--- config.mk ---
export PLATFORM = sky130hd
export DESIGN_NAME = reg_cmd_sequencer
export DESIGN_NICKNAME = d
export VERILOG_FILES = /design/src/rtl/reg_cmd_sequencer.sv
export SDC_FILE = /design/constraint.sdc
export NUM_CORES = 1
export LEC_CHECK = 0
export CAP_MARGIN = 20
export CORE_UTILIZATION = 30
export DETAILED_ROUTE_END_ITERATION = 10
export PLACE_DENSITY_LB_ADDON = 0.2
export SLEW_MARGIN = 0
export SYNTH_ARGS = -nofsm -noshare
export SYNTH_HDL_FRONTEND = slang
export SYNTH_SLANG_ARGS = --single-unit
export TNS_END_PERCENT = 100
--- constraint.sdc ---
create_clock -name clk -period 1.5 [get_ports clk]
set_input_delay 0.375 -clock clk [delete_from_list [all_inputs] [get_ports clk]]
set_output_delay 0.375 -clock clk [all_outputs]
set_load 0.005 [all_outputs]
--- src/rtl/reg_cmd_sequencer.sv ---
// Register command sequencer: expands one accepted command into a burst of
// one-hot control pulses for the downstream register, then pulses done.
module reg_cmd_sequencer #(
    parameter int DATA_WIDTH = 16,
    parameter int CNT_WIDTH  = 4
) (
    input  logic                  clk,
    input  logic                  rst,
    input  logic                  cmd_valid,
    output logic                  cmd_ready,
    input  logic [2:0]            cmd_op,
    input  logic [DATA_WIDTH-1:0] cmd_data,
    input  logic [CNT_WIDTH-1:0]  cmd_count,
    input  logic                  cmd_fill,
    output logic                  cl,
    output logic                  ld,
    output logic                  inc,
    output logic                  dec,
    output logic                  sr,
    output logic                  sl,
    output logic                  ir,
    output logic                  il,
    output logic [DATA_WIDTH-1:0] in,
    output logic                  busy,
    output logic                  done
);

    typedef enum logic [1:0] {
        S_IDLE = 2'd0,
        S_EXEC = 2'd1,
        S_DONE = 2'd2
    } state_t;

    localparam logic [2:0] OP_CLR  = 3'd1;
    localparam logic [2:0] OP_LOAD = 3'd2;
    localparam logic [2:0] OP_INC  = 3'd3;
    localparam logic [2:0] OP_DEC  = 3'd4;
    localparam logic [2:0] OP_SHR  = 3'd5;
    localparam logic [2:0] OP_SHL  = 3'd6;

    state_t                state_q, state_d;
    logic [2:0]            op_q, op_d;
    logic [DATA_WIDTH-1:0] data_q, data_d;
    logic                  fill_q, fill_d;
    logic [CNT_WIDTH-1:0]  cnt_q, cnt_d;
    logic                  repeat_op;

    always_ff @(posedge clk or posedge rst) begin
        if (rst) begin
            state_q <= S_IDLE;
            op_q    <= '0;
            data_q  <= '0;
            fill_q  <= 1'b0;
            cnt_q   <= '0;
        end else begin
            state_q <= state_d;
            op_q    <= op_d;
            data_q  <= data_d;
            fill_q  <= fill_d;
            cnt_q   <= cnt_d;
        end
    end

    assign repeat_op = (cmd_op == OP_INC) || (cmd_op == OP_DEC) ||
                       (cmd_op == OP_SHR) || (cmd_op == OP_SHL);

    always_comb begin
        state_d = state_q;
        op_d    = op_q;
        data_d  = data_q;
        fill_d  = fill_q;
        cnt_d   = cnt_q;
        case (state_q)
            S_IDLE: begin
                if (cmd_valid) begin
                    state_d = S_EXEC;
                    op_d    = cmd_op;
                    fill_d  = cmd_fill;
                    // in keeps the last LOAD value, so only LOAD may overwrite it
                    if (cmd_op == OP_LOAD) begin
                        data_d = cmd_data;
                    end
                    if (repeat_op && (cmd_count != '0)) begin
                        cnt_d = cmd_count;
                    end else begin
                        cnt_d = CNT_WIDTH'(1);
                    end
                end
            end
            S_EXEC: begin
                cnt_d = cnt_q - CNT_WIDTH'(1);
                if (cnt_q == CNT_WIDTH'(1)) begin
                    state_d = S_DONE;
                end
            end
            S_DONE: begin
                state_d = S_IDLE;
            end
            default: begin
                state_d = S_IDLE;
            end
        endcase
    end

    // Control lines decode only registered state, never the cmd_* inputs
    always_comb begin
        cl  = 1'b0;
        ld  = 1'b0;
        inc = 1'b0;
        dec = 1'b0;
        sr  = 1'b0;
        sl  = 1'b0;
        ir  = 1'b0;
        il  = 1'b0;
        if (state_q == S_EXEC) begin
            case (op_q)
                OP_CLR:  cl  = 1'b1;
                OP_LOAD: ld  = 1'b1;
                OP_INC:  inc = 1'b1;
                OP_DEC:  dec = 1'b1;
                OP_SHR: begin
                    sr = 1'b1;
                    ir = fill_q;
                end
                OP_SHL: begin
                    sl = 1'b1;
                    il = fill_q;
                end
                default: ;
            endcase
        end
    end

    assign in        = data_q;
    assign busy      = (state_q != S_IDLE);
    assign cmd_ready = !busy;
    assign done      = (state_q == S_DONE);

endmodule

**After elaboration in Yosys (flattened, before gate mapping)**

Index checks and enable logic that the tools add are counted.

- Register bits after elaboration: 26
- Output and inout port bits: 27
- Bits of input ports: 27
- Logic and storage cells: 57

- Add/subtract/negate cells: 1
- Multiplexer cells: 22
- Equal/unequal tests: 16
- Reduce and logical (&&, ||, !) cells: 13

Operator list:

| kind | number |
|---|---|
| == test 3 bit (second input constant) | 6 |
| 2-to-1 mux 1 bit | 16 |
| == test 3 x 2 -> 1 bit (second input constant) | 4 |
| 2-to-1 mux 4 bit | 2 |
| one-hot mux 4 bit (2 select lines) | 1 |
| AND reduction 2 bit | 3 |
| == test 4 x 1 -> 1 bit (second input constant) | 1 |
| 2-to-1 mux 2 bit | 2 |
| != test 2 bit (second input constant) | 2 |
| one-hot mux 2 bit (2 select lines) | 1 |
| nonzero test 2 bit | 2 |
| nonzero test 4 bit | 1 |
| subtractor 4 x 1 -> 4 bit (second input constant) | 1 |
| == test 3 x 1 -> 1 bit (second input constant) | 1 |
| logical OR 1 bit | 3 |
| AND reduction 3 bit | 1 |
| == test 2 x 1 -> 1 bit (second input constant) | 1 |
| == test 2 bit (second input constant) | 1 |
| logical NOT 2 bit | 1 |
| logical AND 1 bit | 1 |
| logical NOT 1 bit | 1 |

**Logic depth before layout (Yosys ltp)**

Gate-level depths: netlist of run 1.

- Depth after elaboration: 8
- Gate-level depth with buffers: 4
- Gate-level depth less buffers: 4

**Worst setup path after synthesis of run 1**

No wires, ideal clock.

- Kind: reg2out
- Start: reg state_q[1]
- End: out il
- Path slack: 0.095 ns
- Data arrival time: 1.030 ns
- Cell stages (with the launch flop): 4
- Path buffers: 0
- Path through: dfrtp_1 -> nand3b_1 -> nor3_1 -> and2_1

- Cells in the longest elaborated chain, start to end: 2

Ends and longest elaborated chain:

| item | line | RTL |
|---|---|---|
| start: declaration | 41 | `state_t state_q, state_d;` |
| start signal: assignment | 56 | `state_q <= state_d;` |
| == test 2 x 1 -> 1 bit | 115 | `if (state_q == S_EXEC) begin` |
| 2-to-1 mux 1 bit | 115 |  |
| end: declaration | 22 | `output logic il,` |

No other way between the ends.

**Final worst setup path of run 1**

- Start: reg state_q[1]
- End: out ld

- Cells in the longest elaborated chain, start to end: 2

Ends and longest elaborated chain:

| item | line | RTL |
|---|---|---|
| == test 2 x 1 -> 1 bit | 115 |  |
| 2-to-1 mux 1 bit | 115 |  |
| end: declaration | 16 | `output logic ld,` |

No other way between the ends.

==> results.py, run 1 <==
metrics = {
    "outcome": {
        "status": "complete, but fails checks",
        "violations": "negative setup slack",
    },
    "logic_synthesis": {
        "synth.largest_area_cell": "dfrtp_1",
        "post-synth-top-count-cell": "dfrtp_1",
        "synth_cell_types": 31,
        "ys_warn_count": 0,
        "ys_seq_area_share_pct": 51.1,
        "synthXorXnorAreaFrac_pct": 0,
        "synth_compound_area_share_pct": 5.90,
        "ys_seq_elements": 26,
        "syn_avg_cell_area_um2": 12.9,
        "async_reset_ff_share_pct": 100,
        "synthFlopType": "dfrtp_1",
        "synth_edf_count": 0,
        "yosysTopAreaCellShare_pct": 51.1,
        "muxShareOfSynthArea_pct": 20.6,
        "synth-adder-area-share_pct": 1.97,
        "synth_area_um2": 1270,
        "synthCells": 99,
        "synthTopCellsByArea": "dfrtp_1 (51%), mux2_4 (12%), mux2_2 (8.0%)",
        "synth_common_cells": "dfrtp_1 (26), mux2_4 (10), mux2_2 (9), nor3_1 (9), inv_1 (5)",
        "synth_top_family_by_area": "multiplexers",
        "synth.net_count": 128,
        "yosys.area_share.simple_pct": 16.8,
    },
    "grt": {
        "grtUsageTotal_pct": 14.8,
        "overflow": 0,
        "grt_pass1_vias": 1073,
        "grt_max_degree": 27,
        "grt_pass1_wl_um": 4980,
        "antenna_found_initial": 0,
    },
    "timing": {
        "max_freq_mhz": 545,
        "worst_pin_slew_ns": 0.328,
        "setup_viol": 36,
        "final_hold_viol_count": 0,
        "max_slew_margin_pct": 78.0,
        "fin_crit_sh_pct": 122,
        "setup_ws_ns": -0.334,
        "finalClockSkew_ns": 0.00261,
        "grt_setup_unrepaired": "true",
        "min_period_ns": 1.83,
        "finalMaxSlewViolations": 0,
    },
    "power_and_ir_drop": {
        "seqPwrFrac_pct": 29.1,
        "power_switching_mw": 1.40,
        "power_density_nw_per_um2": 1830,
        "p_int_mw": 2.87,
        "leakagePower_nw": 1.21,
        "totalPowerFinal_mw": 4.27,
        "vdd_drop_max_mv": 1.04,
        "swShare_pct": 32.8,
        "power_frac_clock_pct": 13.5,
        "p_comb_share_pct": 57.3,
    },
    "route": {
        "drtPass1Iterations": 4,
        "vias": 1119,
        "routedWlPerCell_um": 15.3,
        "drt-initial-drc-count": 22,
        "wl_um": 3640,
        "drc_errors": 0,
        "avgViaCountPerCell": 4.70,
        "ant_nets": 0,
    },
    "die": {
        "pin_count": 54,
        "die_w_um": 67.1,
        "initial_core_util_pct": 31.6,
        "die-area_um2": 4510,
        "dieHeight_um": 67.1,
        "rows": 23,
        "fp.coreArea_um2": 4030,
    },
    "worst_setup_path": {
        "crit_type": "flop to output port",
        "worstPathMaxFanout": 3,
        "arrival_ns": 1.46,
        "required_ns": 1.12,
        "start_kind": "flop",
        "worst_setup_path_end_kind": "output port",
    },
    "placement": {
        "place_area_um2": 1940,
        "dp_hpwl_um": 2180,
        "place_congestion": 0.739,
        "portBuffers": 53,
    },
    "worst_hold_path": {
        "worstHoldPathType": "input pin to asynchronous set/reset pin",
    },
    "layout": {
        "area_growth_pct": 83.5,
        "fin_area_um2": 2330,
        "fin_util_pct": 58.0,
        "diodes": 0,
        "drive_gt1_share_pct": 46.3,
        "fin_nets": 218,
    },
    "clocking": {
        "clk_latency_ns": 0.27,
        "root_buffer": "clkbuf_8",
        "hold_buffers": 0,
        "cts.reportedPaths.clkPinSlew_ns": 0.09,
        "clk_path_buf_depth": 2,
        "cts_tree": "built",
        "clkSinkCount": 26,
        "cts.htree.levels": 1,
        "cts_buffers": 3,
    },
    "run": {
        "maxCapViolations": 0,
    },
}
==> kinds of logic after synthesis <==
logic type | after synthesis
compound gates | 11
fa+ha+maj | 2
buf+inv | 7
flops | 26
mux | 20
simple gates | 33
==> area by class of cell <==
| class | count | area (µm²) |
|---|---|---|
| Fill cell | 322 | 1690 |
| Inverter | 5 | 18.8 |
| Timing Repair Buffer | 86 | 813 |
| Multi-Input combinational cell | 67 | 718 |
| Clock inverter | 1 | 30.0 |
| Tap cell | 50 | 62.6 |
| Clock buffer | 3 | 41.3 |
| Sequential cell | 26 | 651 |
==> per-stage QoR <==
| step | setup WS [ns] | TNS [ns] | hold WS (ns) | std cells |
|---|---|---|---|---|
| floorplan | 0.0946 | 0 | 0.415 | 99 |
| global placement | -0.331 | -8.48 | 0.487 | 214 |
| detailed placement | -0.377 | -9.12 | 0.492 | 214 |
| CTS | -0.283 | -1.89 | 0.474 | 232 |
| global route | -0.407 | -6.34 | 0.489 | 238 |
| finish | -0.334 | -4.76 | 0.455 | 238 |
==> worst paths after layout <==
check | cells past startpoint | startpoint | slack (ns) | end
min in group clk | 1 | in[2] | 0.51 | in[2]
setup / recovery | 6 | state_q[1] | -0.33 | ld
max in group asynchronous | 3 | rst | 0.79 | in[13]
setup reg to reg | 8 | state_q[1] | -0.18 | cnt_q[1]
hold reg to reg | 1 | in[2] | 0.51 | in[2]
hold / removal | 3 | rst | 0.46 | in[14]
==> power by group through the flow <==
stage | sequential [mW] | clock [mW] | combinational [mW]
2_1_floorplan | 1.28 | 0 | 0.760
3_3_place_gp | 1.24 | 0 | 1.73
3_5_place_dp | 1.26 | 0 | 1.75
4_1_cts | 1.23 | 0.591 | 2.16
5_1_grt | 1.29 | 0.630 | 2.61
6_report | 1.24 | 0.577 | 2.45
==> critical path, stage by stage, from the launching register on <==
cell and delay, ns:
dfrtp_1 0.39, buf_4 0.14, buf_6 0.11, nand2b_4 0.15, buf_6 0.13, nor4_4 0.12
buf_2 0.15
==> flip-flops by register name, indices dropped and copies added (netlist names) <==
| name | count |
|---|---|
| state_q | 2 |
| op_q | 3 |
| cnt_q | 4 |
| in | 16 |
| fill_q | 1 |
==> per-layer routing <==
layer,track usage (%),vias up,share of wire (%)
li1,-,531,-
met1,18.6,539,42
met2,26.0,41,51
met3,2.74,8,5.2
met4,3.46,0,1.4
met5,0,-,0
==> placed cells by master, fill, tap and decap left out, types with 5 or more instances in the layout <==
master | Yosys | routed
buf_2 | 0 | 5
buf_4 | 1 | 23
buf_6 | 0 | 16
clkdlybuf4s50_1 | 0 | 24
dfrtp_1 | 26 | 26
dlygate4sd2_1 | 0 | 8
dlymetal6s2s_1 | 0 | 10
mux2_2 | 9 | 6
mux2_4 | 10 | 13
==> timing repair <==
item / 4_1_cts / 5_1_grt
setup endpoints to repair: 35 / 38
pin swaps: 14 / 4
buffers inserted: 14 / 6
gates resized for setup: 81 / 27
cloned: 1 / 1
Note: power is estimated with default switching activity, not from simulation.
==> inputs of run 2 (changes only) <==
Settings changed: CORE_MARGIN set to 2.
==> run 2 against run 1 <==
Net effect:
- power down 11%
- wire length is 8.3% lower
- core utilization fell by 4.0 points
- largest cell class unchanged
- critical endpoint is now ir
- largest power group unchanged
- sequential share of layout area rose by 2.1 points
- register-to-register slack gained 0.20 ns
- clock power decreased by 23%
- via count shrank 3.8%
- first-iteration DRC count decreased by 32%
- the flow still finishes with violations (negative setup slack)
==> results.py, run 2 (synthesis results as in run 1) <==
metrics = {
    "outcome": {
        "status": "complete, but fails checks",
        "violations": "negative setup slack",
    },
    "die": {
        "fp.coreArea_um2": 4030,
        "dieHeight_um": 69.1,
        "die_w_um": 69.1,
        "rows": 23,
        "pin_count": 54,
        "die-area_um2": 4780,
        "initial_core_util_pct": 31.6,
    },
    "grt": {
        "grt_pass1_vias": 1113,
        "grt_use_met1_pct": 18.5,
        "busiest_layer": "met2",
        "antenna_found_initial": 0,
        "grt_max_degree": 27,
        "overflow": 0,
        "grt_pass1_wl_um": 5620,
        "grtUsageTotal_pct": 14.5,
        "use_met3_pct": 3.80,
        "met2_usage_pct": 24.4,
    },
    "clocking": {
        "cts_tree": "built",
        "hold_buffers": 0,
        "clkSinkCount": 26,
        "clk_path_buf_depth": 2,
        "cts_buffers": 3,
        "root_buffer": "clkbuf_8",
        "cts.htree.levels": 1,
        "clk_latency_ns": 0.26,
        "cts.reportedPaths.clkPinSlew_ns": 0.09,
    },
    "route": {
        "ant_nets": 0,
        "vias": 1076,
        "drtPass1Iterations": 4,
        "wl_um": 3340,
        "drc_errors": 0,
        "routedWlPerCell_um": 14.6,
        "drt-initial-drc-count": 15,
        "avgViaCountPerCell": 4.70,
    },
    "layout": {
        "layout_common_cells": "dfrtp_1 (25), clkdlybuf4s50_1 (22), dlygate4sd2_1 (18)",
        "fin_area_um2": 2170,
        "fin_nets": 209,
        "diodes": 0,
        "drive_gt1_share_pct": 41.9,
        "final_common_cell": "dfrtp_1",
        "fin_util_pct": 54.0,
        "largest_register_ffs": 16,
        "area_growth_pct": 70.9,
    },
    "worst_setup_path": {
        "critPathMaxStageDelay_ns": 0.39,
        "crit_start": "state_q[1]",
        "worstPathMaxFanout": 3,
        "critPathBufInv": 2,
        "cp_slowest_cell": "dfrtp_1",
        "cp-endpoint": "ir",
        "ff2ff_setup_slack_ns": 0.02,
        "worst_r2r_path_depth": 5,
        "crit_type": "flop to output port",
        "required_ns": 1.12,
        "start_kind": "flop",
        "crit_chain": "nand3b_1 > buf_4 > nor2_4 > and2_4 > buf_6",
        "arrival_ns": 1.35,
        "reg2reg_from": "state_q[0]",
        "cp_num_cells": 5,
        "r2r-end": "op_q[0]",
        "critPathTopFamily": "simple AND/OR/NAND/NOR gates",
        "worst_setup_path_end_kind": "output port",
    },
    "power_and_ir_drop": {
        "power_frac_clock_pct": 11.7,
        "power_density_nw_per_um2": 1750,
        "leakagePower_nw": 1.07,
        "swShare_pct": 33.5,
        "vdd_drop_max_mv": 0.954,
        "seqPwrFrac_pct": 33.7,
        "power_switching_mw": 1.28,
        "p_comb_share_pct": 54.6,
        "p_int_mw": 2.53,
    },
    "timing": {
        "final_hold_viol_count": 0,
        "setup_ws_ns": -0.228,
        "grt_setup_unrepaired": "true",
        "min_period_ns": 1.73,
        "setup_viol": 9,
        "worst_pin_slew_ns": 0.332,
        "max_freq_mhz": 579,
        "finalClockSkew_ns": 0.00191,
        "tns_ns": -1.41,
        "max_slew_margin_pct": 77.7,
        "hold_ws_ns": 0.455,
        "fin_crit_sh_pct": 115,
        "finalMaxSlewViolations": 0,
    },
    "run": {
        "maxCapViolations": 0,
    },
    "placement": {
        "dp_slack_ns": -0.376,
        "portBuffers": 53,
        "place_congestion": 0.725,
        "dp_hpwl_um": 2370,
        "place_area_um2": 1950,
    },
    "worst_hold_path": {
        "worstHoldPathType": "input pin to asynchronous set/reset pin",
    },
}
run 2: cell count changes in the layout (fill, tap and decap cells not counted), moves of 2 or more:
cell,change
nor3_4,-2
dlygate4sd2_1,+10
clkdlybuf4s50_1,-2
buf_6,-5
dlymetal6s2s_1,-8
buf_4,-6
run 2: through the flow:
| stage | power (mW) | cells |
|---|---|---|
| 2_1_floorplan | 2.04 | 99 |
| 3_3_place_gp | 2.99 | 215 |
| 3_5_place_dp | 3.06 | 215 |
| 4_1_cts | 3.67 | 227 |
| 5_1_grt | 4.06 | 229 |
| 6_report | 3.80 | 229 |
run 2: timing repair:
action                                  in CTS  in global routing
resized for setup                           81                 17
setup buffers                                8                  3
gates cloned                                 1                  1
endpoints found under the setup margin      41                 34
pin swaps                                    8                  5
run 2: cell type report:
cell class              count  area, µm²
fillers                   354       1850
repair buffers             77        696
multi-input cells          67        691
flip-flops and latches     26        652
well taps                  50       62.6
clock buffers               4       55.1
inverters                   5       18.8
run 2: worst min-delay path, cell delays in order:
cell and delay (ns):
clkdlybuf4s50_1 0.39, inv_1 0.05, buf_4 0.31
run 2: power by group through the flow:
stage | combinational, mW | sequential, mW | clock (mW)
after floorplan | 0.760 | 1.28 | 0
after global placement | 1.74 | 1.25 | 0
after detailed placement | 1.79 | 1.27 | 0
after CTS | 1.94 | 1.27 | 0.462
after global routing | 2.24 | 1.33 | 0.488
final | 2.08 | 1.28 | 0.446
run 2: per-layer routing:
| metal | part of all wire (%) | vias up | routed length, µm |
|---|---|---|---|
| li1 | - | 515 | - |
| met1 | 43 | 526 | 1430 |
| met2 | 51 | 31 | 1700 |
| met3 | 4.9 | 4 | 165 |
| met4 | 1.2 | 0 | 39 |
| met5 | 0 | - | 0 |
run 2: how the worst min path moves through the flow:
stage / from / to / slack (ns) / depth (start not counted)
floorplan: rst / cnt_q[0] / 0.42 / 1
global placement: in[0] / in[0] / 0.49 / 1
detailed placement: in[2] / in[2] / 0.49 / 1
CTS: rst / in[2] / 0.45 / 3
global route: rst / in[2] / 0.48 / 3
finish: rst / in[12] / 0.45 / 3
==> inputs of run 3 (changes only) <==
Settings changed: CORE_MARGIN 2 to 1.5.
==> run 3 against run 2 <==
Net effect:
- critical path depth unchanged
- the run still ends with negative setup slack left
- die area decreased by 2.9%
- wire length decreased by 3.2%
- first-iteration DRC count increased by 47%
- sequential share of layout area increased by 0.49 points
- critical endpoint is now dec
- clock power increased by 29%
==> results.py, run 3 (synthesis results as in run 1) <==
metrics = {
    "placement": {
        "place_congestion": 0.720,
        "place_area_um2": 1940,
        "portBuffers": 53,
        "dp_hpwl_um": 2310,
    },
    "worst_setup_path": {
        "critPathBufInv": 3,
        "start_kind": "flop",
        "r2r-end": "in[4]",
        "reg2reg_from": "state_q[1]",
        "worst_setup_path_end_kind": "output port",
        "crit_start": "state_q[1]",
        "crit_chain": "nand3b_1 > buf_4 > buf_6 > nor3_2 > buf_2",
        "critPathMaxStageDelay_ns": 0.42,
        "ff2ff_setup_slack_ns": -0.03,
        "worst_r2r_path_depth": 7,
        "crit_type": "flop to output port",
        "critPathTopFamily": "flip-flops",
        "arrival_ns": 1.40,
        "cp_slowest_cell": "dfrtp_1",
        "required_ns": 1.12,
        "worstPathMaxFanout": 3,
    },
    "die": {
        "die-area_um2": 4640,
        "die_w_um": 68.1,
        "fp.coreArea_um2": 4030,
        "dieHeight_um": 68.1,
        "pin_count": 54,
        "initial_core_util_pct": 31.6,
        "rows": 23,
    },
    "outcome": {
        "status": "complete, but fails checks",
        "violations": "negative setup slack",
    },
    "clocking": {
        "cts_tree": "built",
        "clk_latency_ns": 0.27,
        "clk_path_buf_depth": 2,
        "clkSinkCount": 26,
        "hold_buffers": 0,
        "cts_buffers": 3,
        "cts.reportedPaths.clkPinSlew_ns": 0.09,
        "root_buffer": "clkbuf_8",
        "cts.htree.levels": 1,
    },
    "timing": {
        "finalClockSkew_ns": 0.00616,
        "setup_ws_ns": -0.276,
        "grt_setup_unrepaired": "true",
        "final_hold_viol_count": 0,
        "setup_viol": 21,
        "finalMaxSlewViolations": 0,
        "min_period_ns": 1.78,
        "fin_crit_sh_pct": 118,
        "worst_pin_slew_ns": 0.341,
        "max_freq_mhz": 563,
        "max_slew_margin_pct": 77.3,
    },
    "power_and_ir_drop": {
        "p_comb_share_pct": 51.2,
        "power_switching_mw": 1.19,
        "vdd_drop_max_mv": 0.958,
        "seqPwrFrac_pct": 33.5,
        "swShare_pct": 31.7,
        "p_int_mw": 2.58,
        "power_density_nw_per_um2": 1760,
        "leakagePower_nw": 1.04,
        "power_frac_clock_pct": 15.3,
        "totalPowerFinal_mw": 3.77,
    },
    "route": {
        "avgViaCountPerCell": 4.67,
        "routedWlPerCell_um": 14.0,
        "drt-initial-drc-count": 22,
        "wl_um": 3230,
        "vias": 1075,
        "drc_errors": 0,
        "drtPass1Iterations": 3,
        "ant_nets": 0,
    },
    "layout": {
        "largest_register_ffs": 16,
        "layout_common_cells": "dfrtp_1 (25), clkdlybuf4s50_1 (25), buf_4 (20)",
        "diodes": 0,
        "fin_nets": 210,
        "drive_gt1_share_pct": 41.7,
        "area_growth_pct": 68.1,
        "fin_area_um2": 2140,
    },
    "run": {
        "maxCapViolations": 0,
    },
    "grt": {
        "grtUsageTotal_pct": 15.1,
        "antenna_found_initial": 0,
        "grt_pass1_wl_um": 5220,
        "grt_max_degree": 27,
        "overflow": 0,
        "grt_pass1_vias": 1179,
    },
    "worst_hold_path": {
        "worstHoldPathType": "input pin to asynchronous set/reset pin",
    },
}
[run 3: cell types whose count changed in the layout (fill, tap and decap cells not counted), sizes merged]
cell           before  now
bufinv              0    1
dlymetal6s2s        2    1
clkdlybuf4s50      22   25
dlygate4sd2        18   16
[run 3: cell type report]
type | instances | area [µm²]
multi-input combinational | 67 | 661
clock buffer | 3 | 41.3
sequential | 26 | 652
clock inverter | 1 | 30.0
fill | 366 | 1890
inverter | 5 | 18.8
timing repair buffer | 78 | 674
tap | 50 | 62.6
[run 3: how the worst max path moves through the flow]
stage             to  slack [ns]  cells past startpoint
6_report         dec       -0.28                      5
5_1_grt          dec       -0.35                      5
4_1_cts           il       -0.31                      5
3_5_place_dp   in[1]       -0.37                      4
3_3_place_gp   in[2]       -0.33                      4
2_1_floorplan     il        0.09                      3
[run 3: through the flow]
| stage | utilization [%] | hold WS, ns | TNS, ns | cells | setup WS (ns) |
|---|---|---|---|---|---|
| detailed placement | 48.2 | 0.494 | -9.16 | 214 | -0.370 |
| CTS | 51.8 | 0.455 | -2.06 | 226 | -0.309 |
| global route | 53.1 | 0.520 | -3.44 | 230 | -0.349 |
| floorplan | - | 0.415 | 0 | 99 | 0.0946 |
| global placement | 48.2 | 0.487 | -8.34 | 214 | -0.329 |
| finish | 53.1 | 0.451 | -1.89 | 230 | -0.276 |
[run 3: worst register-to-register path, stage by stage, from the launching register on]
cell and delay, ns:
dfrtp_1 0.42, buf_4 0.14, buf_6 0.12, nor2_4 0.10, buf_6 0.11, buf_8 0.12, nand2_8 0.09, mux2_4 0.31
[run 3: per-layer routing]
metal	part of all wire [%]	up-vias	track usage (%)
li1	-	517	-
met1	42	530	17.6
met2	53	26	27.3
met3	4.7	2	4.44
met4	0.53	0	3.00
met5	0	-	0
[run 3: power by group through the flow]
stage	registers (mW)	logic, mW	clock network [mW]
final	1.26	1.93	0.577
after global routing	1.32	2.11	0.628
after CTS	1.26	1.82	0.595
after detailed placement	1.27	1.75	0
after global placement	1.26	1.70	0
after floorplan	1.28	0.760	0
[run 3: timing repair]
action,in CTS,in global routing
setup endpoints to repair,43,31
setup buffers,7,3
gates resized for setup,61,22
cloned,1,1
pin swaps,10,5
